**config.mk**
```make
export PLATFORM = sky130hd
export DESIGN_NAME = shifter_frame_sequencer
export DESIGN_NICKNAME = d
export VERILOG_FILES = /design/src/rtl/shifter_frame_sequencer.sv
export SDC_FILE = /design/constraint.sdc
export NUM_CORES = 1
export LEC_CHECK = 0
export BUFFER_PORTS_ARGS = -buffer_cell sky130_fd_sc_hd__buf_2
export CAP_MARGIN = 40
export CORE_UTILIZATION = 57
export DETAILED_ROUTE_END_ITERATION = 8
export PLACE_DENSITY = 0.86
export SYNTH_ARGS = -nofsm -noshare
export SYNTH_HDL_FRONTEND = slang
export SYNTH_SLANG_ARGS = --single-unit
```
**constraint.sdc**
```tcl
create_clock -name i_clk -period 6.1 [get_ports i_clk]
set_input_delay 0.305 -clock i_clk [delete_from_list [all_inputs] [get_ports i_clk]]
set_output_delay 0.305 -clock i_clk [all_outputs]
set_load 0.05 [all_outputs]
```
**src/rtl/shifter_frame_sequencer.sv**
```systemverilog
// rtl/shifter_frame_sequencer.sv - frame header parser and sample sequencer for the spectral shifter
//
// Purpose: parses a 4-word frame header (freq lo, freq hi, mode, reserved), holds the
// shifter configuration for the frame, forwards payload words as one-cycle sample strobes,
// tracks samples in flight through the shifter, pulses flush once everything has drained,
// then blocks input until the output packer reports done.
//
// Ports:
//   i_clk, i_rst                          clock, synchronous active-high reset
//   i_word_valid/i_word/i_word_last       input word stream (header + payload)
//   o_in_ready                            input accepted when i_word_valid & o_in_ready
//   o_frequency, o_switch, o_cfg_valid    shifter configuration for the current frame
//   o_sample_valid, o_sample              forwarded payload sample strobe
//   i_shifter_valid                       one pulse per sample leaving the shifter
//   o_flush                               one-cycle pulse when the frame has fully drained
//   i_out_done                            output packer finished the frame
//   o_busy, o_sample_count                status
//   o_err_short, o_err_overflow           sticky per-frame error flags

module shifter_frame_sequencer #(
   parameter int DATA_WIDTH  = 16,
   parameter int MAX_SAMPLES = 252,
   parameter int CNT_WIDTH   = 10
) (
   input  logic                  i_clk,
   input  logic                  i_rst,
   input  logic                  i_word_valid,
   input  logic [DATA_WIDTH-1:0] i_word,
   input  logic                  i_word_last,
   output logic                  o_in_ready,
   output logic [31:0]           o_frequency,
   output logic                  o_switch,
   output logic                  o_cfg_valid,
   output logic                  o_sample_valid,
   output logic [DATA_WIDTH-1:0] o_sample,
   input  logic                  i_shifter_valid,
   output logic                  o_flush,
   input  logic                  i_out_done,
   output logic                  o_busy,
   output logic [CNT_WIDTH-1:0]  o_sample_count,
   output logic                  o_err_short,
   output logic                  o_err_overflow
);

   typedef enum logic [2:0] {
      H_FLO, H_FHI, H_MODE, H_RSVD, STREAM, DRAIN, WAIT_OUT
   } state_t;

   localparam logic [CNT_WIDTH-1:0] MAX_CNT = CNT_WIDTH'(MAX_SAMPLES);

   state_t               state;
   logic [CNT_WIDTH-1:0] in_flight;
   logic [CNT_WIDTH-1:0] in_flight_nxt;
   logic                 accept;

   assign o_in_ready = (state != DRAIN) && (state != WAIT_OUT);
   assign o_busy     = (state != H_FLO);
   assign accept     = i_word_valid & o_in_ready;

   // A sample entering and one leaving in the same cycle cancel out; an echo with
   // nothing in flight is spurious and must not wrap the counter.
   always_comb begin
      in_flight_nxt = in_flight;
      if (o_sample_valid && !i_shifter_valid)
         in_flight_nxt = in_flight + 1'b1;
      else if (!o_sample_valid && i_shifter_valid && (in_flight != '0))
         in_flight_nxt = in_flight - 1'b1;
   end

   always_ff @(posedge i_clk) begin
      if (i_rst) begin
         state          <= H_FLO;
         o_frequency    <= '0;
         o_switch       <= 1'b0;
         o_cfg_valid    <= 1'b0;
         o_sample_valid <= 1'b0;
         o_sample       <= '0;
         o_flush        <= 1'b0;
         o_sample_count <= '0;
         o_err_short    <= 1'b0;
         o_err_overflow <= 1'b0;
         in_flight      <= '0;
      end else begin
         o_sample_valid <= 1'b0;
         o_flush        <= 1'b0;
         in_flight      <= in_flight_nxt;

         case (state)
            H_FLO: begin
               if (accept) begin
                  o_frequency[15:0] <= i_word[15:0];
                  o_sample_count    <= '0;
                  o_err_overflow    <= 1'b0;
                  // A frame ending on its first word is still a short frame.
                  o_err_short       <= i_word_last;
                  state             <= i_word_last ? DRAIN : H_FHI;
               end
            end
            H_FHI: begin
               if (accept) begin
                  o_frequency[31:16] <= i_word[15:0];
                  if (i_word_last) o_err_short <= 1'b1;
                  state <= i_word_last ? DRAIN : H_MODE;
               end
            end
            H_MODE: begin
               if (accept) begin
                  o_switch <= i_word[0];
                  if (i_word_last) o_err_short <= 1'b1;
                  state <= i_word_last ? DRAIN : H_RSVD;
               end
            end
            H_RSVD: begin
               if (accept) begin
                  // Reserved word is dropped; config only becomes valid on a full header.
                  if (i_word_last) begin
                     o_err_short <= 1'b1;
                     state       <= DRAIN;
                  end else begin
                     o_cfg_valid <= 1'b1;
                     state       <= STREAM;
                  end
               end
            end
            STREAM: begin
               if (accept) begin
                  if (o_sample_count < MAX_CNT) begin
                     o_sample       <= i_word;
                     o_sample_valid <= 1'b1;
                     o_sample_count <= o_sample_count + 1'b1;
                  end else begin
                     o_err_overflow <= 1'b1;
                  end
                  if (i_word_last) state <= DRAIN;
               end
            end
            DRAIN: begin
               // Look at the post-update count so the flush follows the final echo by
               // one cycle; a strobe still in the output register is not yet counted.
               if ((in_flight_nxt == '0) && !o_sample_valid) begin
                  o_flush <= 1'b1;
                  state   <= WAIT_OUT;
               end
            end
            WAIT_OUT: begin
               if (i_out_done) begin
                  o_cfg_valid <= 1'b0;
                  state       <= H_FLO;
               end
            end
            default: state <= H_FLO;
         endcase
      end
   end

endmodule

```
# ---- Word level (Yosys, flattened, before mapping)
# Cells that the tools add are included.
dict set report word_totals {
  word_cells 100
  reg_bits 77
  inputBits 22
}
dict set report op_classes {
  n_reduce_logical 26
  bitwise 4
  eq_ne 21
  magnitude_cmp 1
  n_mux 33
  n_addsub 3
}
# operator count
set ops {}
lappend ops {{two-way mux 10 bit} 5}
lappend ops {{two-way mux 3 bit} 11}
lappend ops {{!= test 2 bit (second input constant)} 11}
lappend ops {{one-hot mux 3 bit (7 select lines)} 1}
lappend ops {{adder 10 x 1 -> 10 bit (second input constant)} 2}
lappend ops {{one-hot mux 10 bit (2 select lines)} 1}
lappend ops {{AND reduction 4 bit} 4}
lappend ops {{two-way mux 1 bit} 12}
lappend ops {{zero test 10 bit} 1}
lappend ops {{< comparator 10 x 8 -> 1 bit (second input constant)} 1}
lappend ops {{nonzero test 10 bit} 1}
lappend ops {{subtractor 10 x 1 -> 10 bit (second input constant)} 1}
lappend ops {{== test 3 bit (second input constant)} 3}
lappend ops {{AND reduction 8 bit} 1}
lappend ops {{== test 3 x 2 -> 1 bit (second input constant)} 2}
lappend ops {{!= test 3 bit (second input constant)} 2}
lappend ops {{one-hot mux 1 bit (2 select lines)} 3}
lappend ops {{AND reduction 2 bit} 3}
lappend ops {{nonzero test 2 bit} 3}
lappend ops {{OR reduction 3 bit} 2}
lappend ops {{logical AND 1 bit} 5}
lappend ops {{!= test 2 x 1 -> 1 bit (second input constant)} 2}
lappend ops {{== test 3 x 1 -> 1 bit (second input constant)} 1}
lappend ops {{zero test 3 bit} 1}
lappend ops {{6 further kinds} 9}

# ---- Depth between registers and ports, before layout
# Gate-level depths: netlist of run 1.
dict set report depth {
  word_depth 9
  mapped_depth 9
  ltp_nobuf 9
}

# ---- Worst setup path after synthesis of run 1
# Ideal clock, no wire load.
dict set report synth_timing {
  path_type {register to register}
  start {reg o_sample_valid}
  end {reg state[1]}
  setup_slack_ps 3846
  n_path_buf 1
  arrival_time_ps 2134
  required_time_ps 5980
  period_less_slack_ps 2254
  path_stages_with_launch 8
  setup_ps 120
  cell_sequence {dfxtp_1 > buf_4 > nand4b_1 > or3_2 > o2111ai_1 > nor2_1 > nor4b_4 > or2_1}
}
dict set report synth_between {
  elab_chain_cells 9
}
# element line
set synth_lines {}
lappend synth_lines {{start, declared} 34} ;# output logic o_sample_valid,
lappend synth_lines {{start signal, assigned} 76} ;# o_sample_valid <= 1'b0;
lappend synth_lines {{start signal, assigned} 84} ;# o_sample_valid <= 1'b0;
lappend synth_lines {{start signal, assigned} 129} ;# o_sample_valid <= 1'b1;
lappend synth_lines {{zero test 1 bit} {66, 140}}
lappend synth_lines {{logical AND 1 bit (2 in series)} 66} ;# else if (!o_sample_valid && i_shifter_valid && (in_flight != '0))
lappend synth_lines {{two-way mux 10 bit} 66}
lappend synth_lines {{two-way mux 10 bit} 64} ;# if (o_sample_valid && !i_shifter_valid)
lappend synth_lines {{zero test 10 bit} 140} ;# if ((in_flight_nxt == '0) && !o_sample_valid) begin
lappend synth_lines {{logical AND 1 bit (*)} 140}
lappend synth_lines {{!= test 2 bit (no source line) (*)} n/a}
lappend synth_lines {{AND reduction 8 bit (no source line) (*)} n/a}
lappend synth_lines {{end signal, assigned} 96} ;# state <= i_word_last ? DRAIN : H_FHI;
lappend synth_lines {{end signal, assigned} 103} ;# state <= i_word_last ? DRAIN : H_MODE;
lappend synth_lines {{end signal, assigned} 110} ;# state <= i_word_last ? DRAIN : H_RSVD;
lappend synth_lines {{end, declared} 51} ;# state_t state;
# Every way passes the cells marked *; elsewhere a longest branch is shown, timed or not.
# A chain may end at the register's enable or synchronous reset.

# ---- Worst setup path in the final report of run 1
dict set report layout_timing {
  start {reg in_flight[0]}
  end {reg state[0]}
}
dict set report layout_between {
  elab_chain_cells 8
}
# element line
set layout_lines {}
lappend layout_lines {{start, declared} 52} ;# logic [CNT_WIDTH-1:0] in_flight;
lappend layout_lines {{start signal, assigned} 86} ;# in_flight <= in_flight_nxt;
lappend layout_lines {{branches (longest 3 deep; another with subtractor 10 x 1 -> 10 bit)} n/a}
lappend layout_lines {{two-way mux 10 bit (*)} 64}
lappend layout_lines {{zero test 10 bit (*)} 140}
lappend layout_lines {{logical AND 1 bit (*)} 140}
lappend layout_lines {{!= test 2 bit (no source line) (*)} n/a}
lappend layout_lines {{AND reduction 8 bit (no source line) (*)} n/a}
# Mark *: on every way between the ends.

==> PnR_summary.wiki, run 1 <==
{| class="wikitable"
! Metric !! Value
|-
| Number of antenna-violating nets in the routed design || 0
|-
| Worst hold path class || primary input to flip-flop
|-
| Fillers || 451
|-
| Internal power contribution || 1050 uW
|-
| DRC violation count after routing || 0
|-
| Via count || 3,195
|-
| Internal reg-to-reg setup slack || 3600 ps
|-
| Worst VDD drop || 233 uV
|-
| Synthesis-to-finish area growth || 18.3%
|-
| Switch Pwr || 628 uW
|-
| Reg power frac || 37.7%
|-
| Detailed-router iteration count before antenna repair || 5
|-
| Largest net degree at the start of global routing || 68
|-
| Floorplan Core Area || 5610 um2
|-
| Clock Power Share || 28.8%
|-
| Sum of overflow across all layers after global routing || 0
|-
| Number of buffers added to fix hold violations after cts || 0
|-
| Final setup violation count || 0
|-
| Number of sinks on the clock net || 77
|-
| Source-to-sink clock delay at the later pin of the worst-skew pair || 360 ps
|-
| Clock skew after layout || 15.3 ps
|-
| CP endpoint kind || flip-flop
|-
| Final total negative setup slack || 0 ps
|-
| Biggest area contributors in the synthesized netlist || dfxtp_1 (45%), nand2_1 (12%), a21oi_1 (8.5%)
|-
| Number of nets produced by synthesis || 449
|-
| Slew at the pin closest to its max-slew limit || 718 ps
|-
| Total routing usage reported by global routing || 26.2%
|-
| Post-route fraction of the period consumed by the critical path || 41.0%
|-
| Relative max-transition margin || 52.0%
|-
| Clock Path Buffers || 2
|-
| Worst reg-to-reg path cell count || 9
|-
| Post-Synthesis Cell Area || 3400 um2
|-
| Maximum fanout encountered on the critical timing path || 5
|-
| Synthesized instance count || 424
|-
| Fraction of synthesized cell area in xor and xnor cells || 2.06%
|-
| Post-synthesis share of cell area spent on full adders, half adders and majority gates || 1.11%
|-
| Count of endpoints failing hold in the final timing report || 0
|-
| Violation count after the first detailed-routing iteration || 214
|-
| Share of cells above drive strength 1 || 23.1%
|-
| RSZ-0062 raised after global routing || no
|-
| Leading cell type by number of instances after synthesis || nand2_1
|-
| Number of global-route vias before repair || 2,765
|-
| Synthesized-area fraction occupied by ao, oa, aoi and oai cells || 16.5%
|-
| Synth Area in Simple Gates || 28.5%
|-
| Routed wl met2 || 3850 um
|-
| Critical path required time || 6310 ps
|-
| Number of cell rows || 27
|-
| Top Layer Used || met4
|-
| Starting Density || 60.6%
|-
| Chip Height || 79.2 um
|-
| Most used standard cells in the synthesized netlist || nand2_1 (113), dfxtp_1 (77), a21oi_1 (58)
|-
| Kind of critical path || flip-flop to flip-flop
|-
| Leakage Power || 0.00170 uW
|-
| FMAX || 0.400 GHz
|-
| Comb power frac || 33.5%
|-
| Wire length per cell after detailed routing || 13.9 um
|-
| R2R Path End || state[0]
|-
| Worst setup path endpoint || state[0]
|-
| Post-synth top flop || dfxtp_1
|-
| Distinct cell type count of the synthesized netlist || 56
|-
| Global-route wire length before repair || 12,800 um
|-
| Mean post-synth cell area || 8.01 um2
|-
| Number of enable-type register cells in the synthesized netlist || 0
|-
| Root buf cell || clkbuf_8
|-
| Area share of the largest cell type after synthesis || 45.4%
|-
| Final estimated routing congestion in global placement || 0.881
|-
| Net switching share of the total power || 37.5%
|-
| Areal power density over the cells || 417 nW/um2
|-
| Post-CTS resize count || 0
|-
| Length of routed wiring on met1 || 3570 um
|-
| Min Tclk post-route || 2500 ps
|-
| Count of input and output buffers || 87
|-
| Clk slew on worst S/H paths || 80 ps
|-
| Number of pins exceeding their max-slew limit in the final report || 0
|-
| Max capacitance violation total || 0
|-
| DP HPWL || 5580 um
|-
| Antenna cell count || 0
|-
| I/O pin cnt || 88
|-
| Final Routed Wirelength || 8000 um
|-
| Worst endpoint data arrival time || 2710 ps
|-
| Total Nets Final || 523
|-
| Ratio of routed vias to standard cells || 5.56
|-
| Critical path origin || in_flight[0]
|-
| Overall die area || 6270 um2
|-
| CTS tree || done
|-
| Proportion of register bits with asynchronous set or reset after synthesis || 0%
|-
| Crit start category || flip-flop
|-
| Number of antenna violations at the first check in global routing || 0
|-
| Main combinational cell family by area after synthesis || simple AND/OR/NAND/NOR gates
|-
| Sequential-to-total area share from yosys stat || 45.4%
|-
| Multiplexer fraction of the synthesized cell area || 0.590%
|-
| Status || finished, final reports clean
|-
| Horizontal die dimension || 79.2 um
|-
| Warnings, synthesis || 0
|-
| Detailed-routed wire length on met3 || 429 um
|-
| H-tree level count || 3
|-
| Post-CTS Setup Bufs || 0
|-
| Number of storage elements in the synthesis netlist || 77
|-
| Cell taking the most area after synthesis || dfxtp_1
|-
| Reg-to-reg critical path startpoint || in_flight[0]
|-
| TritonCTS buffer count || 9
|-
| Overall power after layout || 1670 uW
|}
==> cell families after synthesis <==
logic type	count (synthesis)
AND/OR/NAND/NOR	210
AO/OA/AOI/OAI	93
flip-flops	77
buffers and inverters	31
XOR/XNOR	8
adder cells (fa/ha/maj)	3
multiplexers	2
==> stage by stage <==
| step | instance area (um2) | setup slack, ps | hold slack (ps) | util (%) | instances |
|---|---|---|---|---|---|
| 6_report | 4020 | 3600 | 182 | 71.7 | 575 |
| 5_1_grt | 4020 | 3420 | 182 | 71.7 | 575 |
| 4_1_cts | 4020 | 3630 | 175 | 71.7 | 575 |
| 3_5_place_dp | 3760 | 3660 | 444 | 67.1 | 559 |
| 3_3_place_gp | 3750 | 3700 | 439 | 66.8 | 557 |
| 2_1_floorplan | 3400 | 3850 | 420 | - | 424 |
==> cell usage in the layout (no fill, tap or decap), types with 5 or more instances in the layout <==
cell	Yosys	layout
a21oi_1	58	58
buf_2	1	87
clkbuf_8	3	10
dfxtp_1	77	77
nand2_1	113	113
nand3_1	11	11
nor2_1	38	38
nor2b_1	6	6
nor3_1	5	5
nor4_1	8	8
o21ai_0	7	7
xor2_1	5	5
==> routing by layer <==
metal	track usage (%)	up-vias
met5	0	-
met4	11.8	0
met3	6.32	16
met2	41.9	104
met1	33.2	1478
li1	-	1597
==> flip-flops by register name, summed over array words and instances, names as in the netlist <==
signal          flops
in_flight          10
o_cfg_valid         1
o_err_overflow      1
o_err_short         1
o_flush             1
o_frequency        32
o_sample           16
o_sample_count     10
o_sample_valid      1
o_switch            1
state               3
==> power groups by stage <==
stage / Combinational [uW] / Sequential [uW] / Clock (uW)
floorplan: 438 / 672 / 0
global placement: 548 / 637 / 0
detailed placement: 557 / 639 / 0
CTS: 561 / 627 / 487
global route: 616 / 639 / 513
finish: 561 / 631 / 482
==> worst max-delay path: stages, from the launching register on <==
cell and delay (ps):
dfxtp_1 350, inv_1 120, ha_1 240, nor3b_2 270, nand2_1 160, o31a_1 260
o31ai_1 340, o211ai_2 200, nor4_1 310, o22ai_1 110
==> final cells by class <==
class                   count  area (um2)  share of cell area (%)
well taps                  72        90.1                    2.24
inverters                   4        15.0                   0.374
flip-flops and latches     77        1540                    38.4
repair buffers             90         462                    11.5
multi-input cells         316        1660                    41.2
clock buffers              10         138                    3.42
clock inverters             6         116                    2.90
==> worst min-delay path by stage <==
stage,startpoint,slack [ps],depth (start not counted),endpoint
2_1_floorplan,i_out_done,420,1,o_cfg_valid
3_3_place_gp,o_frequency[24],440,2,o_frequency[24]
3_5_place_dp,o_frequency[5],440,2,o_frequency[5]
4_1_cts,i_out_done,180,2,o_cfg_valid
5_1_grt,i_out_done,180,2,o_cfg_valid
6_report,i_out_done,180,2,o_cfg_valid
(Power assumes the default switching activity.)
==> inputs of run 2 (changes only) <==
Settings changed: CORE_UTILIZATION 57 to 52, PLACE_DENSITY 0.86 to 0.8.
Clock period 6.1 ns to 2.4 ns, I/O delays scaled along.
==> PnR_summary.wiki, run 2 (synthesis gave the netlist of run 1 again) <==
{| class="wikitable"
! Metric !! Value
|-
| Kind of critical path || flip-flop to flip-flop (unchanged)
|-
| Crit start category || flip-flop (unchanged)
|-
| CTS tree || done (unchanged)
|-
| FMAX || 0.439 GHz (was 0.400 GHz)
|-
| WHS Endpoint || o_sample[8] (was o_cfg_valid)
|-
| Detailed-router iteration count before antenna repair || 5 (unchanged)
|-
| DP HPWL || 5780 um (was 5580 um)
|-
| Relative max-transition margin || 51.2% (was 52.0%)
|-
| Commonest non-fill, non-tap cells in the layout || nand2_1 (113), buf_2 (87), dfxtp_1 (76) (was nand2_1 (113), buf_2 (87), dfxtp_1 (77))
|-
| Clock Path Buffers || 2 (unchanged)
|-
| Worst hold path class || primary input to flip-flop (unchanged)
|-
| Maximum fanout encountered on the critical timing path || 5 (unchanged)
|-
| Worst VDD drop || 667 uV (was 233 uV)
|-
| Final total negative setup slack || 0 ps (unchanged)
|-
| Fillers || 560 (was 451)
|-
| Final setup violation count || 0 (unchanged)
|-
| Post-route fraction of the period consumed by the critical path || 95.0% (was 41.0%)
|-
| Final Routed Wirelength || 8390 um (was 8000 um)
|-
| Starting Density || 53.8% (was 60.6%)
|-
| Leakage Power || 0.00175 uW (was 0.00170 uW)
|-
| R2R Path End || state[1] (was state[0])
|-
| Root buf cell || clkbuf_8 (unchanged)
|-
| Number of pins exceeding their max-slew limit in the final report || 0 (unchanged)
|-
| Total routing usage reported by global routing || 24.0% (was 26.2%)
|-
| Number of sinks on the clock net || 77 (unchanged)
|-
| Overall die area || 6860 um2 (was 6270 um2)
|-
| Synthesis-to-finish area growth || 21.3% (was 18.3%)
|-
| Reg-to-reg critical path startpoint || in_flight[0] (unchanged)
|-
| Areal power density over the cells || 1050 nW/um2 (was 417 nW/um2)
|-
| Startpoint of the worst hold path || i_word[8] (was i_out_done)
|-
| Antenna cell count || 0 (unchanged)
|-
| Internal reg-to-reg setup slack || 120 ps (was 3600 ps)
|-
| Count of endpoints failing hold in the final timing report || 0 (unchanged)
|-
| DRC violation count after routing || 0 (unchanged)
|-
| Global-route wire length before repair || 13,600 um (was 12,800 um)
|-
| Worst endpoint data arrival time || 2570 ps (was 2710 ps)
|-
| Largest registers || o_frequency: 32 flops, o_sample: 16 flops (unchanged)
|-
| Clock skew after layout || 9.36 ps (was 15.3 ps)
|-
| Number of global-route vias before repair || 2,968 (was 2,765)
|-
| Largest register by flop count || o_frequency (unchanged)
|-
| Slew at the pin closest to its max-slew limit || 732 ps (was 718 ps)
|-
| Number of antenna violations at the first check in global routing || 0 (unchanged)
|-
| I/O pin cnt || 88 (unchanged)
|-
| Violation count after the first detailed-routing iteration || 235 (was 214)
|-
| Number of cell rows || 29 (was 27)
|-
| TritonCTS buffer count || 9 (unchanged)
|-
| Final standard cell utilization of the core || 65.2% (was 71.7%)
|-
| Wire length per cell after detailed routing || 14.1 um (was 13.9 um)
|-
| Sum of overflow across all layers after global routing || 0 (unchanged)
|-
| Critical path required time || 2690 ps (was 6310 ps)
|-
| Chip Height || 82.8 um (was 79.2 um)
|-
| Max capacitance violation total || 0 (unchanged)
|-
| Min Tclk post-route || 2280 ps (was 2500 ps)
|-
| Worst reg-to-reg path cell count || 9 (unchanged)
|-
| Number of antenna-violating nets in the routed design || 0 (unchanged)
|-
| Count of input and output buffers || 87 (unchanged)
|-
| H-tree level count || 3 (unchanged)
|-
| CP endpoint kind || flip-flop (unchanged)
|-
| Largest net degree at the start of global routing || 56 (was 68)
|-
| Floorplan Core Area || 6310 um2 (was 5610 um2)
|-
| Source-to-sink clock delay at the later pin of the worst-skew pair || 340 ps (was 360 ps)
|-
| Share of cells above drive strength 1 || 26.0% (was 23.1%)
|-
| Via count || 3,264 (was 3,195)
|-
| Ratio of routed vias to standard cells || 5.50 (was 5.56)
|-
| Horizontal die dimension || 82.8 um (was 79.2 um)
|-
| Most frequent standard cell in the layout excluding fill and tap cells || nand2_1 (unchanged)
|-
| RSZ-0062 raised after global routing || no (unchanged)
|-
| Min-Delay Path Depth || 3 (was 2)
|-
| Final estimated routing congestion in global placement || 0.915 (was 0.881)
|-
| Total Nets Final || 537 (was 523)
|-
| Clk slew on worst S/H paths || 80 ps (about the same)
|-
| Status || finished, final reports clean (unchanged)
|-
| Max FFs per register || 32 (unchanged)
|}
[run 2: worst max path at each step]
| stage | to | slack [ps] | depth (start not counted) | startpoint |
|---|---|---|---|---|
| floorplan | state[1] | 150 | 7 | o_sample_valid |
| global placement | state[1] | 70 | 9 | in_flight[0] |
| detailed placement | state[1] | 6 | 9 | in_flight[0] |
| CTS | state[1] | 10 | 9 | in_flight[0] |
| global route | state[1] | 10 | 9 | in_flight[0] |
| finish | state[1] | 120 | 9 | in_flight[0] |
[run 2: final cells by class]
cell class | count | area [um2] | area share (%)
inverters | 4 | 17.5 | 0.425
well taps | 77 | 96.3 | 2.34
clock buffers | 9 | 124 | 3.01
flip-flops and latches | 77 | 1550 | 37.5
multi-input cells | 316 | 1680 | 40.9
repair buffers | 104 | 566 | 13.7
clock inverters | 6 | 86.3 | 2.10
[run 2: repair_timing]
| action | in CTS | in global routing |
|---|---|---|
| hold buffers | 1 | 0 |
| pin swaps | 1 | 4 |
| buffers inserted | 0 | 1 |
| gates cloned | 0 | 0 |
| endpoints found under the hold margin | 1 | 0 |
| endpoints found under the setup margin | 2 | 3 |
| gates resized for setup | 2 | 8 |
[run 2: metrics by stage]
stage	hold WS, ps	std cells	power [uW]	setup WS [ps]	cell area [um2]
floorplan	235	424	2820	146	3400
global placement	355	576	3130	74.6	3860
detailed placement	356	576	3180	5.83	3860
CTS	14.5	592	4240	13.1	4090
global route	16.7	593	4570	9.68	4120
finish	30.3	593	4330	121	4120
[run 2: critical path: stages (launching register included)]
cell and delay (ps):
dfxtp_4 370, inv_4 70, ha_4 150, or3b_4 380, o31a_1 320, a211oi_2 300, o2111ai_2 170, nor2_1 120
nor4b_4 220, or2_1 130
[run 2: power by group]
group | leakage [uW] | internal, uW | total, uW | switching, uW
Sequential | 0.000627 | 1410 | 1570 | 161
Clock | 0.000105 | 580 | 1050 | 470
Combinational | 0.00102 | 679 | 1700 | 1020
Total | 0.00175 | 2670 | 4330 | 1650
[run 2: per-layer routing]
| layer | GRT usage (%) | share of wire (%) | up-vias |
|---|---|---|---|
| met5 | 0 | 0 | - |
| met1 | 29.8 | 42 | 1529 |
| li1 | - | - | 1622 |
| met2 | 40.4 | 51 | 105 |
| met3 | 5.96 | 6.1 | 8 |
| met4 | 8.78 | 0.93 | 0 |
